--- config.mk ---
export PLATFORM = sky130hd
export DESIGN_NAME = imm_gen_pipe
export DESIGN_NICKNAME = d
export VERILOG_FILES = /design/src/rtl/imm_pkg.sv /design/src/rtl/imm_decode.sv /design/src/rtl/imm_gen_pipe.sv
export SDC_FILE = /design/constraint.sdc
export NUM_CORES = 1
export LEC_CHECK = 0
export CAP_MARGIN = 30
export CORE_MARGIN = 5
export CORE_UTILIZATION = 53
export DETAILED_ROUTE_END_ITERATION = 10
export PLACE_DENSITY = 0.9
export SLEW_MARGIN = 10
export SYNTH_ARGS = -nofsm -noshare
export SYNTH_HDL_FRONTEND = slang
export SYNTH_SLANG_ARGS = --single-unit
export TNS_END_PERCENT = 20
--- constraint.sdc ---
create_clock -name clk -period 3.9 [get_ports clk]
set_input_delay 0.975 -clock clk [delete_from_list [all_inputs] [get_ports clk]]
set_output_delay 0.975 -clock clk [all_outputs]
set_load 0.03 [all_outputs]
--- src/rtl/imm_pkg.sv ---
// rtl/imm_pkg.sv - shared types and opcodes for the immediate generator
package imm_pkg;

  // Format code presented alongside each immediate
  typedef enum logic [2:0] {
    FMT_R    = 3'd0,
    FMT_I    = 3'd1,
    FMT_S    = 3'd2,
    FMT_B    = 3'd3,
    FMT_U    = 3'd4,
    FMT_J    = 3'd5,
    FMT_SH   = 3'd6,
    FMT_NONE = 3'd7
  } fmt_e;

  localparam logic [6:0] OP_LOAD    = 7'b0000011;
  localparam logic [6:0] OP_IMM     = 7'b0010011;
  localparam logic [6:0] OP_JALR    = 7'b1100111;
  localparam logic [6:0] OP_FENCE   = 7'b0001111;
  localparam logic [6:0] OP_SYSTEM  = 7'b1110011;
  localparam logic [6:0] OP_STORE   = 7'b0100011;
  localparam logic [6:0] OP_BRANCH  = 7'b1100011;
  localparam logic [6:0] OP_LUI     = 7'b0110111;
  localparam logic [6:0] OP_AUIPC   = 7'b0010111;
  localparam logic [6:0] OP_JAL     = 7'b1101111;
  localparam logic [6:0] OP_REG     = 7'b0110011;
  localparam logic [6:0] OP_IMM_32  = 7'b0011011;
  localparam logic [6:0] OP_REG_32  = 7'b0111011;

  // Decoder always produces a 64-bit sign-correct immediate; narrower
  // datapaths take the low XLEN bits, which are already correctly extended.
  localparam int IMM_MAX_W = 64;

  typedef struct packed {
    logic [IMM_MAX_W-1:0] imm;
    fmt_e                 fmt;
    logic                 illegal;
  } dec_t;

endpackage

--- src/rtl/imm_decode.sv ---
// rtl/imm_decode.sv - combinational instruction-to-immediate decoder
module imm_decode
  import imm_pkg::*;
#(
  parameter int XLEN = 64
) (
  input  logic [31:0] instr,
  output dec_t        dec
);

  localparam logic IS64 = (XLEN == 64);

  logic [6:0]           opcode;
  logic [2:0]           funct3;
  logic                 is_shift;
  logic [IMM_MAX_W-1:0] imm_i;
  logic [IMM_MAX_W-1:0] imm_s;
  logic [IMM_MAX_W-1:0] imm_b;
  logic [IMM_MAX_W-1:0] imm_u;
  logic [IMM_MAX_W-1:0] imm_j;
  logic [IMM_MAX_W-1:0] imm_sh;
  logic                 sh_illegal;

  assign opcode   = instr[6:0];
  assign funct3   = instr[14:12];
  assign is_shift = (funct3 == 3'b001) || (funct3 == 3'b101);

  assign imm_i = {{52{instr[31]}}, instr[31:20]};
  assign imm_s = {{52{instr[31]}}, instr[31:25], instr[11:7]};
  assign imm_b = {{51{instr[31]}}, instr[31], instr[7], instr[30:25], instr[11:8], 1'b0};
  assign imm_u = {{32{instr[31]}}, instr[31:12], 12'b0};
  assign imm_j = {{43{instr[31]}}, instr[31], instr[19:12], instr[20], instr[30:21], 1'b0};

  // shamt[5] only exists on a 64-bit datapath for full-width shifts;
  // word shifts and 32-bit datapaths treat it as a reserved encoding.
  assign imm_sh     = {58'b0, IS64 & instr[25], instr[24:20]};
  assign sh_illegal = instr[25] & (!IS64 || (opcode == OP_IMM_32));

  // Select format and immediate from the opcode
  always_comb begin
    dec.imm     = '0;
    dec.fmt     = FMT_NONE;
    dec.illegal = 1'b1;
    case (opcode)
      OP_LOAD, OP_JALR, OP_FENCE, OP_SYSTEM: begin
        dec.imm = imm_i; dec.fmt = FMT_I; dec.illegal = 1'b0;
      end
      OP_IMM: begin
        if (is_shift) begin
          dec.imm = imm_sh; dec.fmt = FMT_SH; dec.illegal = sh_illegal;
        end else begin
          dec.imm = imm_i; dec.fmt = FMT_I; dec.illegal = 1'b0;
        end
      end
      OP_IMM_32: begin
        if (IS64) begin
          if (is_shift) begin
            dec.imm = imm_sh; dec.fmt = FMT_SH; dec.illegal = sh_illegal;
          end else begin
            dec.imm = imm_i; dec.fmt = FMT_I; dec.illegal = 1'b0;
          end
        end
      end
      OP_STORE: begin
        dec.imm = imm_s; dec.fmt = FMT_S; dec.illegal = 1'b0;
      end
      OP_BRANCH: begin
        dec.imm = imm_b; dec.fmt = FMT_B; dec.illegal = 1'b0;
      end
      OP_LUI, OP_AUIPC: begin
        dec.imm = imm_u; dec.fmt = FMT_U; dec.illegal = 1'b0;
      end
      OP_JAL: begin
        dec.imm = imm_j; dec.fmt = FMT_J; dec.illegal = 1'b0;
      end
      OP_REG: begin
        dec.fmt = FMT_R; dec.illegal = 1'b0;
      end
      OP_REG_32: begin
        if (IS64) begin
          dec.fmt = FMT_R; dec.illegal = 1'b0;
        end
      end
      default: ;
    endcase
  end

endmodule

--- src/rtl/imm_gen_pipe.sv ---
// rtl/imm_gen_pipe.sv - registered immediate generator with two-entry skid buffer
module imm_gen_pipe
  import imm_pkg::*;
#(
  parameter int XLEN  = 64,
  parameter int TAG_W = 8
) (
  input  logic             clk,
  input  logic             rst_n,
  input  logic             flush,
  input  logic             in_valid,
  output logic             in_ready,
  input  logic [31:0]      in_instr,
  input  logic [TAG_W-1:0] in_tag,
  output logic             out_valid,
  input  logic             out_ready,
  output logic [XLEN-1:0]  out_imm,
  output logic [2:0]       out_fmt,
  output logic             out_illegal,
  output logic [TAG_W-1:0] out_tag
);

  dec_t in_dec;

  imm_decode #(.XLEN(XLEN)) u_decode (
    .instr (in_instr),
    .dec   (in_dec)
  );

  // Main (M) entry drives the outputs; skid (K) entry absorbs one stall
  logic             m_valid;
  logic [XLEN-1:0]  m_imm;
  fmt_e             m_fmt;
  logic             m_illegal;
  logic [TAG_W-1:0] m_tag;

  logic             k_valid;
  logic [XLEN-1:0]  k_imm;
  fmt_e             k_fmt;
  logic             k_illegal;
  logic [TAG_W-1:0] k_tag;

  logic accept;
  logic m_free;

  // Ready comes only from the skid state so out_ready never reaches in_ready
  assign in_ready = rst_n & ~k_valid;
  assign accept   = in_valid & in_ready;
  assign m_free   = ~m_valid | out_ready;

  assign out_valid   = m_valid;
  assign out_imm     = m_imm;
  assign out_fmt     = m_fmt;
  assign out_illegal = m_illegal;
  assign out_tag     = m_tag;

  // Advance the M/K pair: refill M from K first to keep FIFO order
  always_ff @(posedge clk or negedge rst_n) begin
    if (!rst_n) begin
      m_valid   <= 1'b0;
      m_imm     <= '0;
      m_fmt     <= FMT_NONE;
      m_illegal <= 1'b0;
      m_tag     <= '0;
      k_valid   <= 1'b0;
      k_imm     <= '0;
      k_fmt     <= FMT_NONE;
      k_illegal <= 1'b0;
      k_tag     <= '0;
    end else if (flush) begin
      m_valid <= 1'b0;
      k_valid <= 1'b0;
    end else if (m_free) begin
      if (k_valid) begin
        m_valid   <= 1'b1;
        m_imm     <= k_imm;
        m_fmt     <= k_fmt;
        m_illegal <= k_illegal;
        m_tag     <= k_tag;
        k_valid   <= 1'b0;
      end else if (accept) begin
        m_valid   <= 1'b1;
        m_imm     <= in_dec.imm[XLEN-1:0];
        m_fmt     <= in_dec.fmt;
        m_illegal <= in_dec.illegal;
        m_tag     <= in_tag;
      end else begin
        m_valid <= 1'b0;
      end
    end else if (accept) begin
      k_valid   <= 1'b1;
      k_imm     <= in_dec.imm[XLEN-1:0];
      k_fmt     <= in_dec.fmt;
      k_illegal <= in_dec.illegal;
      k_tag     <= in_tag;
    end
  end

endmodule

======== Word-level counts from Yosys, hierarchy flattened ========
Index checks and enable logic that the tools add are counted.
storage, ports and cells
  register bits ........................... 154
  bits of input ports ..................... 45
  output and inout bits ................... 78
  logic and storage cells ................. 61
operators by class
  equality and inequality tests ........... 15
  muxes and demuxes ....................... 18
  bitwise gates (word level) .............. 8
  reductions and logical operators ........ 10
operators by type and width
  operator                                        number
  case mux 64 bit (6 select lines)                1
  2-to-1 mux 64 bit                               2
  2-to-1 mux 68 bit                               1
  == test 7 x 6 -> 1 bit (second input constant)  4
  == test 7 bit (second input constant)           4
  case mux 4 bit (7 select lines)                 1
  == test 7 x 5 -> 1 bit (second input constant)  3
  2-to-1 mux 8 bit                                2
  2-to-1 mux 1 bit                                9
  == test 7 x 2 -> 1 bit (second input constant)  1
  == test 7 x 4 -> 1 bit (second input constant)  1
  2-to-1 mux 3 bit                                2
  AND reduction 3 bit                             2
  OR reduction 2 bit                              3
  inverter 1 bit                                  4
  nonzero test 2 bit                              2
  OR reduction 4 bit                              1
  bitwise AND 1 bit                               3
  == test 3 x 1 -> 1 bit (second input constant)  1
  == test 3 bit (second input constant)           1
  nonzero test 3 bit                              1
  logical OR 1 bit                                1
  OR 1 bit                                        1

======== Logic depth before layout (Yosys ltp) ========
Gate-level depths: netlist of run 1.
  depth after elaboration ................. 7
  mapped depth ............................ 7
  depth with buffers taken out ............ 5

======== Hierarchy ========
A second synthesis of run 1 with hierarchy kept.
unflattened totals
  cells, all modules ...................... 562
  area total of the unflattened synthesis .. 7,613.6 µm²
modules (own cells, without submodules)
  module        times used  cells an instance  area an instance (µm²)  seq. area each (µm²)
  imm_gen_pipe  1           416                6,647.6                 3,861.2
  imm_decode    1           146                965.9                   0.0

======== Least setup slack after synthesis of run 1 ========
No wires, ideal clock.
  path kind ............................... input to register
  start ................................... input in_instr[6]
  end ..................................... register m_imm[19], in the netlist out_imm[19]
  library setup time ...................... 64 ps
  data arrival time ....................... 2,380 ps
  data required time ...................... 3,836 ps
  slack ................................... 1,455 ps
  stages on the path ...................... 7
  path through ............................ buf_6 > or3b_4 > a211oi_4 > buf_6 > a21oi_1 > a211oi_1 > a21o_1
on the way
  word-level cells in the longest chain between the ends .. 5
  elaborated cells between the ends (all ways) .. 17
  classes of those cells .................. eq/ne (11); mux (3); reduce/logical (3)
ends and longest elaborated chain
  element                                               line                source
  start, declared                                       imm_gen_pipe.sv:13  input logic [31:0] in_instr,
  == test 7 x 2 -> 1 bit, or another cell as far along  imm_decode.sv:44    case (opcode)
  OR reduction 4 bit, or another cell as far along      imm_decode.sv:44
  case mux 64 bit (6 select lines) (*)                  imm_decode.sv:44
  2-to-1 mux 64 bit (*)                                 imm_gen_pipe.sv:81  end else if (accept) begin
  2-to-1 mux 64 bit (*)                                 imm_gen_pipe.sv:74  if (k_valid) begin
  end signal, assigned                                  imm_gen_pipe.sv:76  m_imm <= k_imm;
  end signal, assigned                                  imm_gen_pipe.sv:83  m_imm <= in_dec.imm[XLEN-1:0];
  end, declared                                         imm_gen_pipe.sv:32  logic [XLEN-1:0] m_imm;
Mark *: on every way between the ends. The rest lies on a longest branch, timed or not. The select of a mux whose other input is x is not followed.
A chain may end at the register's enable or synchronous reset.

======== Worst setup path after layout of run 1 ========
  start ................................... input in_instr[6]
  end ..................................... register m_imm[13], in the netlist out_imm[13]
The elaborated chain is that of the path after synthesis.

==> results of run 1 <==
report_power, final:
group          switching, uW  internal, uW
combinational            333           245
sequential              78.8          1070
clock                    346           387
total                    757          1710
routing by layer:
layer	global-route usage	wire length, um
met1	0.310	5410
met2	0.396	6500
met3	0.0497	912
met4	0.0786	267
met5	0	0
cell usage in the layout, fill, tap and decap left out, types with 2 or more instances in the layout:
master / n
sky130_fd_sc_hd__nand2b_1: 16
sky130_fd_sc_hd__bufinv_16: 2
sky130_fd_sc_hd__dfstp_2: 6
sky130_fd_sc_hd__nand3_1: 17
sky130_fd_sc_hd__nor4_1: 4
sky130_fd_sc_hd__mux2i_1: 9
sky130_fd_sc_hd__nor2_1: 37
sky130_fd_sc_hd__nand4b_1: 7
sky130_fd_sc_hd__buf_4: 12
sky130_fd_sc_hd__clkinvlp_4: 2
sky130_fd_sc_hd__a21oi_1: 66
sky130_fd_sc_hd__nand3b_1: 5
sky130_fd_sc_hd__nand2_1: 81
sky130_fd_sc_hd__inv_8: 2
sky130_fd_sc_hd__a21o_1: 9
sky130_fd_sc_hd__o21ai_0: 29
sky130_fd_sc_hd__dfrtp_1: 83
sky130_fd_sc_hd__nor2b_1: 6
sky130_fd_sc_hd__xnor2_1: 2
sky130_fd_sc_hd__a31oi_1: 5
sky130_fd_sc_hd__clkbuf_8: 10
sky130_fd_sc_hd__nor3_1: 5
sky130_fd_sc_hd__clkdlybuf4s50_1: 121
sky130_fd_sc_hd__and3_1: 3
sky130_fd_sc_hd__inv_1: 3
sky130_fd_sc_hd__a211oi_1: 14
sky130_fd_sc_hd__a221o_1: 11
sky130_fd_sc_hd__o211ai_1: 7
sky130_fd_sc_hd__nor3b_1: 11
kinds of logic (layout without fill, tap and decap cells):
family / Yosys count / count (layout) / synth area share
compound gates: 151 / 151 / 0.201
xor+xnor: 3 / 3 / 0.00556
buf+inv: 73 / 152 / 0.0894
mux: 9 / 9 / 0.0190
flops: 90 / 90 / 0.478
simple gates: 201 / 201 / 0.208
worst min path at each step:
stage | from | endpoint
after floorplan | k_imm[62] | k_imm[62]
after global placement | k_imm[62] | k_imm[62]
after detailed placement | k_imm[62] | k_imm[62]
after CTS | k_imm[62] | k_imm[62]
after global routing | out_fmt[0] | out_fmt[0]
final | k_imm[62] | k_imm[62]
metrics by stage:
stage | worst slack [ns] | utilization | area, um^2 | total power, uW | hold slack, ns
floorplan | 1.46 | - | 4730 | 1490 | 0.442
global placement | 0.536 | 0.661 | 5760 | 1720 | 0.455
detailed placement | 0.391 | 0.661 | 5760 | 1750 | 0.463
CTS | 0.794 | 0.688 | 6000 | 2480 | 0.483
global route | 0.643 | 0.688 | 6000 | 2580 | 0.500
finish | 0.750 | 0.688 | 6000 | 2460 | 0.478
flip-flops by register name, indices dropped and copies added, names as in the netlist:
signal and cells:
out_tag 8, k_valid 1, out_fmt 3, out_illegal 1, k_imm 32, out_valid 1
k_fmt 3, k_illegal 1, out_imm 32, k_tag 8
worst max-delay path, stage by stage:
cell,delay (ns)
sky130_fd_sc_hd__clkdlybuf4s50_1,0.68
sky130_fd_sc_hd__or3b_4,0.53
sky130_fd_sc_hd__a211oi_4,0.63
sky130_fd_sc_hd__a21oi_1,0.20
sky130_fd_sc_hd__a211oi_1,0.30
sky130_fd_sc_hd__a21o_1,0.12
area by class of cell:
class | instances | area share
Timing Repair Buffer | 133 | 0.217
Clock inverter | 6 | 0.0163
Inverter | 3 | 0.00188
Clock buffer | 10 | 0.0230
Multi-Input combinational cell | 364 | 0.342
Tap cell | 108 | 0.0225
Sequential cell | 90 | 0.377
==> flow_summary.yaml, run 1 <==
status:
  status: "finished clean"
sta:
  final.period_utilization: 0.808
  setup_viol: 0
  post-route-min-period_ns: 3.15
  max-slew-margin-rel: 0.407
  clock.fmax_ghz: 0.317
  finalClockSkew_ns: 0.00662
  hold_violations: 0
  report.final.slew_viol_count: 0
  worst-slew-pin-transition_ns: 0.885
  rsz0062_at_grt: "no"
  final.setup.tns_ns: 0
clock_tree:
  clock_tree_root_driver_cell: "sky130_fd_sc_hd__clkbuf_8"
  clk_latency_ns: 0.36
  cts.sinks: 90
  clk_transition_reported_paths_ns: 0.10
  tritoncts_clock_tree: "yes"
  cts-htree-levels: 3
  clockBufferDepth: 2
  cts_resized: 0
  cts_made_buffers: 9
  holdBufCountCts: 0
  postCtsSetupBuffers: 0
route:
  detail_route.first_pass.iterations: 5
  remaining_antenna_violation_count: 0
  routedWlPerCell_um: 18.3
  drt-vias-per-instance: 5.92
  dr.first_iter.drc_count: 424
  detailroute.via_count: 4227
  drcViolationCount: 0
  detail_route.wirelength_um: 13100
layout:
  ant_diodes: 0
  multi_input_comb_area_um2: 2050
  fillers: 682
  nNetsFinal: 646
  drive_gt1_frac: 0.0710
  register_area_um2: 2260
  finish.cell_count_without_fillers: 714
  synthToLayoutAreaGrowth_pct: 26.8
place:
  gp_congestion: 0.862
  post-dp-hpwl_um: 9150
  io_buffer_count: 122
  placed_cells_incl_taps: 698
setup_path:
  worst_r2r_path_depth: 6
  cp.required_ns: 4.20
  timing.critical_path.fanout_max: 18
  timing.critical_path.to_type: "flip-flop"
  crit_path_start: "in_instr[6]"
  critical_path.startpoint_type: "input port"
  crit-reg2reg-capture: "out_imm[20]"
  r2r_slack_ns: 1.32
  crit_end: "out_imm[13]"
  start_to_end_type_of_the_worst_setup_path: "in2reg"
  regToRegStartpoint: "k_valid"
  crit_arrival_ns: 3.45
yosys:
  yosysTopAreaCell: "sky130_fd_sc_hd__dfrtp_1"
  yosys_most_used_dff: "sky130_fd_sc_hd__dfrtp_1"
  synth.area.top_cells: "sky130_fd_sc_hd__dfrtp_1 44%, sky130_fd_sc_hd__a21oi_1 7.0%, sky130_fd_sc_hd__nand2_1 6.4%"
  syn_inst: 527
  syn_nets: 572
  post_synth_instance_area_um2: 4730
  yosys.area.top_type_share: 0.444
  synth-seq-area-share: 0.478
  synth.distinct_cells: 47
  synth.ff_latch_count: 90
  async_flop_share: 1.00
  cell_with_the_most_instances_after_synthesis: "sky130_fd_sc_hd__dfrtp_1"
  synth_common_cells: "84 x sky130_fd_sc_hd__dfrtp_1, 81 x sky130_fd_sc_hd__nand2_1, 66 x sky130_fd_sc_hd__a21oi_1"
  ys.warnings.count: 0
  edff_count_synth: 0
  per_instance_average_area_after_synthesis_um2: 8.97
die:
  die_x_um: 104
  starting_density_of_the_core: 0.542
  floorplan.die_area_um2: 10900
  core_area_um2: 8720
  top_level_pins: 123
  std_cell_rows: 34
  die_h_um: 104
global_routing:
  track_usage: 0.239
  number_of_antenna_violations_at_the_first_check_in_global_routing: 0
  via_count_of_the_first_global_routing_pass: 4269
  grt_first_pass_wirelength_um: 21500
  globalRouteOverflowTotal: 0
  grt_start_max_net_pins: 69
pwr:
  leakagePower_uw: 0.00245
  power.density_cell_area_nw_per_um2: 411
  irDropWorstVdd_mv: 0.304
worst_hold_path:
  timing.hold.worst_path_depth: 2
  min-delay-path-class: "reg2reg"
run:
  max_cap_violations: 0
(Power assumes the default switching activity.)
==> run 2: changes to the inputs <==
--- a/config.mk
+++ b/config.mk
@@ -7,9 +7,9 @@
 export LEC_CHECK = 0
 export CAP_MARGIN = 30
 export CORE_MARGIN = 5
-export CORE_UTILIZATION = 53
+export CORE_UTILIZATION = 49
 export DETAILED_ROUTE_END_ITERATION = 10
-export PLACE_DENSITY = 0.9
+export PLACE_DENSITY = 0.84
 export SLEW_MARGIN = 10
 export SYNTH_ARGS = -nofsm -noshare
 export SYNTH_HDL_FRONTEND = slang
==> constraint.sdc (replaced) <==
create_clock -name clk -period 2.9 [get_ports clk]
set_input_delay 0.725 -clock clk [delete_from_list [all_inputs] [get_ports clk]]
set_output_delay 0.725 -clock clk [all_outputs]
set_load 0.03 [all_outputs]
==> run 2 against run 1 <==
  * Register-to-register slack worse by 0.61 ns
  * Design area rose by 3.7%
  * Clock power grew 32%
  * Largest power group unchanged
  * Critical path type unchanged
  * Sequential power is 34% higher
  * Sequential share of layout area is 1.4 points lower
  * Global-route usage shrank 0.92 points
  * Largest cell class unchanged
==> flow_summary.yaml, run 2 (synthesis results as in run 1) <==
route:
  met1_wire_length_um: 5430
  detail_route.wirelength_um: 13200
  detailroute.via_count: 4314
  drcViolationCount: 0
  met2WireLength_um: 6550
  detail_route.first_pass.iterations: 5
  routedWlPerCell_um: 17.5
  remaining_antenna_violation_count: 0
  top_signal_layer_used: "met4"
  dr_wl_met3_um: 870
  dr.first_iter.drc_count: 330
  drt-vias-per-instance: 5.71
global_routing:
  grt_first_pass_wirelength_um: 21300
  number_of_antenna_violations_at_the_first_check_in_global_routing: 0
  track_usage: 0.229
  via_count_of_the_first_global_routing_pass: 4272
  grt_start_max_net_pins: 76
  globalRouteOverflowTotal: 0
sta:
  post_route_hold_slack_ns: 0.174
  final.period_utilization: 0.911
  worst-slew-pin-transition_ns: 0.581
  post-route-min-period_ns: 2.64
  setup_viol: 0
  rsz0062_at_grt: "no"
  finalClockSkew_ns: 0.0132
  hold_violations: 0
  final.setup.tns_ns: 0
  max-slew-margin-rel: 0.612
  clock.fmax_ghz: 0.378
  report.final.slew_viol_count: 0
clock_tree:
  clk_transition_reported_paths_ns: 0.09
  clockBufferDepth: 2
  tritoncts_clock_tree: "yes"
  cts-htree-levels: 3
  postCtsSetupBuffers: 0
  cts_made_buffers: 9
  cts.sinks: 90
  clock_tree_root_driver_cell: "sky130_fd_sc_hd__clkbuf_8"
  cts_resized: 0
  clk_latency_ns: 0.36
  holdBufCountCts: 0
pwr:
  leakagePower_uw: 0.00257
  power.density_cell_area_nw_per_um2: 533
  irDropWorstVdd_mv: 0.310
layout:
  synthToLayoutAreaGrowth_pct: 31.5
  finish.utilization: 0.667
  fillers: 760
  final_cell_mix: "121 x sky130_fd_sc_hd__clkdlybuf4s50_1, 83 x sky130_fd_sc_hd__dfrtp_1, 81 x sky130_fd_sc_hd__nand2_1, 66 x sky130_fd_sc_hd__a21oi_1, 37 x sky130_fd_sc_hd__nor2_1"
  ant_diodes: 0
  drive_gt1_frac: 0.0990
  final_common_cell: "sky130_fd_sc_hd__clkdlybuf4s50_1"
  post-route-cell-area_um2: 6220
  nNetsFinal: 666
place:
  gp_congestion: 0.886
  placed_cell_area_um2: 5970
  post-dp-hpwl_um: 9460
  io_buffer_count: 122
die:
  die_x_um: 108
  std_cell_rows: 35
  starting_density_of_the_core: 0.507
  die_h_um: 108
  top_level_pins: 123
  core_area_um2: 9330
  floorplan.die_area_um2: 11700
run:
  max_cap_violations: 0
setup_path:
  critPathTopFamily: "buffers and inverters"
  crit-reg2reg-capture: "out_imm[22]"
  regToRegStartpoint: "k_valid"
  worst_r2r_path_depth: 5
  crit_path_cell_trace: "clkdlybuf4s50_1 -> xnor2_1 -> a32oi_2 -> nand2_2 -> buf_4 -> o311ai_0 -> o21ai_0"
  crit_buf_inv: 2
  r2r_slack_ns: 0.71
  timing.critical_path.fanout_max: 14
  crit_arrival_ns: 2.86
  cp.required_ns: 3.11
  timing.critical_path.to_type: "flip-flop"
  crit_path_top_delay_cell: "sky130_fd_sc_hd__clkdlybuf4s50_1"
  critical_path.startpoint_type: "input port"
  start_to_end_type_of_the_worst_setup_path: "in2reg"
  critPathMaxStageDelay_ns: 0.79
status:
  status: "finished clean"
worst_hold_path:
  min-delay-path-class: "in2async"
run 2: changes by cell type in the layout (fill, tap and decap cells not counted):
cell	change
sky130_fd_sc_hd__buf_4	+16
sky130_fd_sc_hd__buf_12	+3
sky130_fd_sc_hd__inv_6	+2
sky130_fd_sc_hd__buf_16	+1
sky130_fd_sc_hd__clkbuf_1	+1
sky130_fd_sc_hd__clkbuf_8	-1
sky130_fd_sc_hd__clkinvlp_4	-1
sky130_fd_sc_hd__inv_8	-1
run 2: power breakdown:
| group | leakage, uW | internal (uW) | switching [uW] |
|---|---|---|---|
| clock network | 0.000109 | 498 | 469 |
| logic | 0.00130 | 354 | 453 |
| registers | 0.00116 | 1440 | 98.2 |
run 2: worst max-delay path by stage:
stage	to	from	cells after the start	slack (ns)
floorplan	out_imm[19]	in_instr[6]	7	0.71
global placement	out_imm[30]	in_instr[3]	6	0.05
detailed placement	k_imm[62]	in_instr[3]	7	-0.04
CTS	k_imm[62]	in_instr[3]	7	0.32
global route	out_imm[62]	in_instr[3]	7	0.07
finish	k_imm[62]	in_instr[3]	7	0.26
run 2: per-layer routing:
layer,vias up,global-route usage
met5,-,0
met4,0,0.0911
met3,30,0.0430
met2,167,0.384
met1,2102,0.294
li1,2015,-
run 2: cell type report:
| type | instances | area, um^2 | share of cell area |
|---|---|---|---|
| repair buffers | 153 | 1510 | 0.243 |
| inverters | 3 | 11.3 | 0.00181 |
| well taps | 129 | 161 | 0.0260 |
| clock inverters | 6 | 96.3 | 0.0155 |
| flip-flops and latches | 90 | 2260 | 0.364 |
| clock buffers | 10 | 128 | 0.0205 |
| multi-input cells | 364 | 2050 | 0.330 |
run 2: stage by stage:
stage / cells / total power [uW] / worst slack [ns]
after floorplan: 527 / 2010 / 0.705
after global placement: 738 / 2340 / 0.0516
after detailed placement: 738 / 2370 / -0.0363
after CTS: 754 / 3330 / 0.320
after global routing: 755 / 3480 / 0.0693
final: 755 / 3320 / 0.257
==> run 3: changes to the inputs <==
--- a/config.mk
+++ b/config.mk
@@ -5,6 +5,7 @@
 export SDC_FILE = /design/constraint.sdc
 export NUM_CORES = 1
 export LEC_CHECK = 0
+export ABC_CLOCK_PERIOD_IN_PS = 2900
 export CAP_MARGIN = 30
 export CORE_MARGIN = 5
 export CORE_UTILIZATION = 49
==> results of run 3 <==
No change in the layout: final DEF, timing and power equal those of run 2.
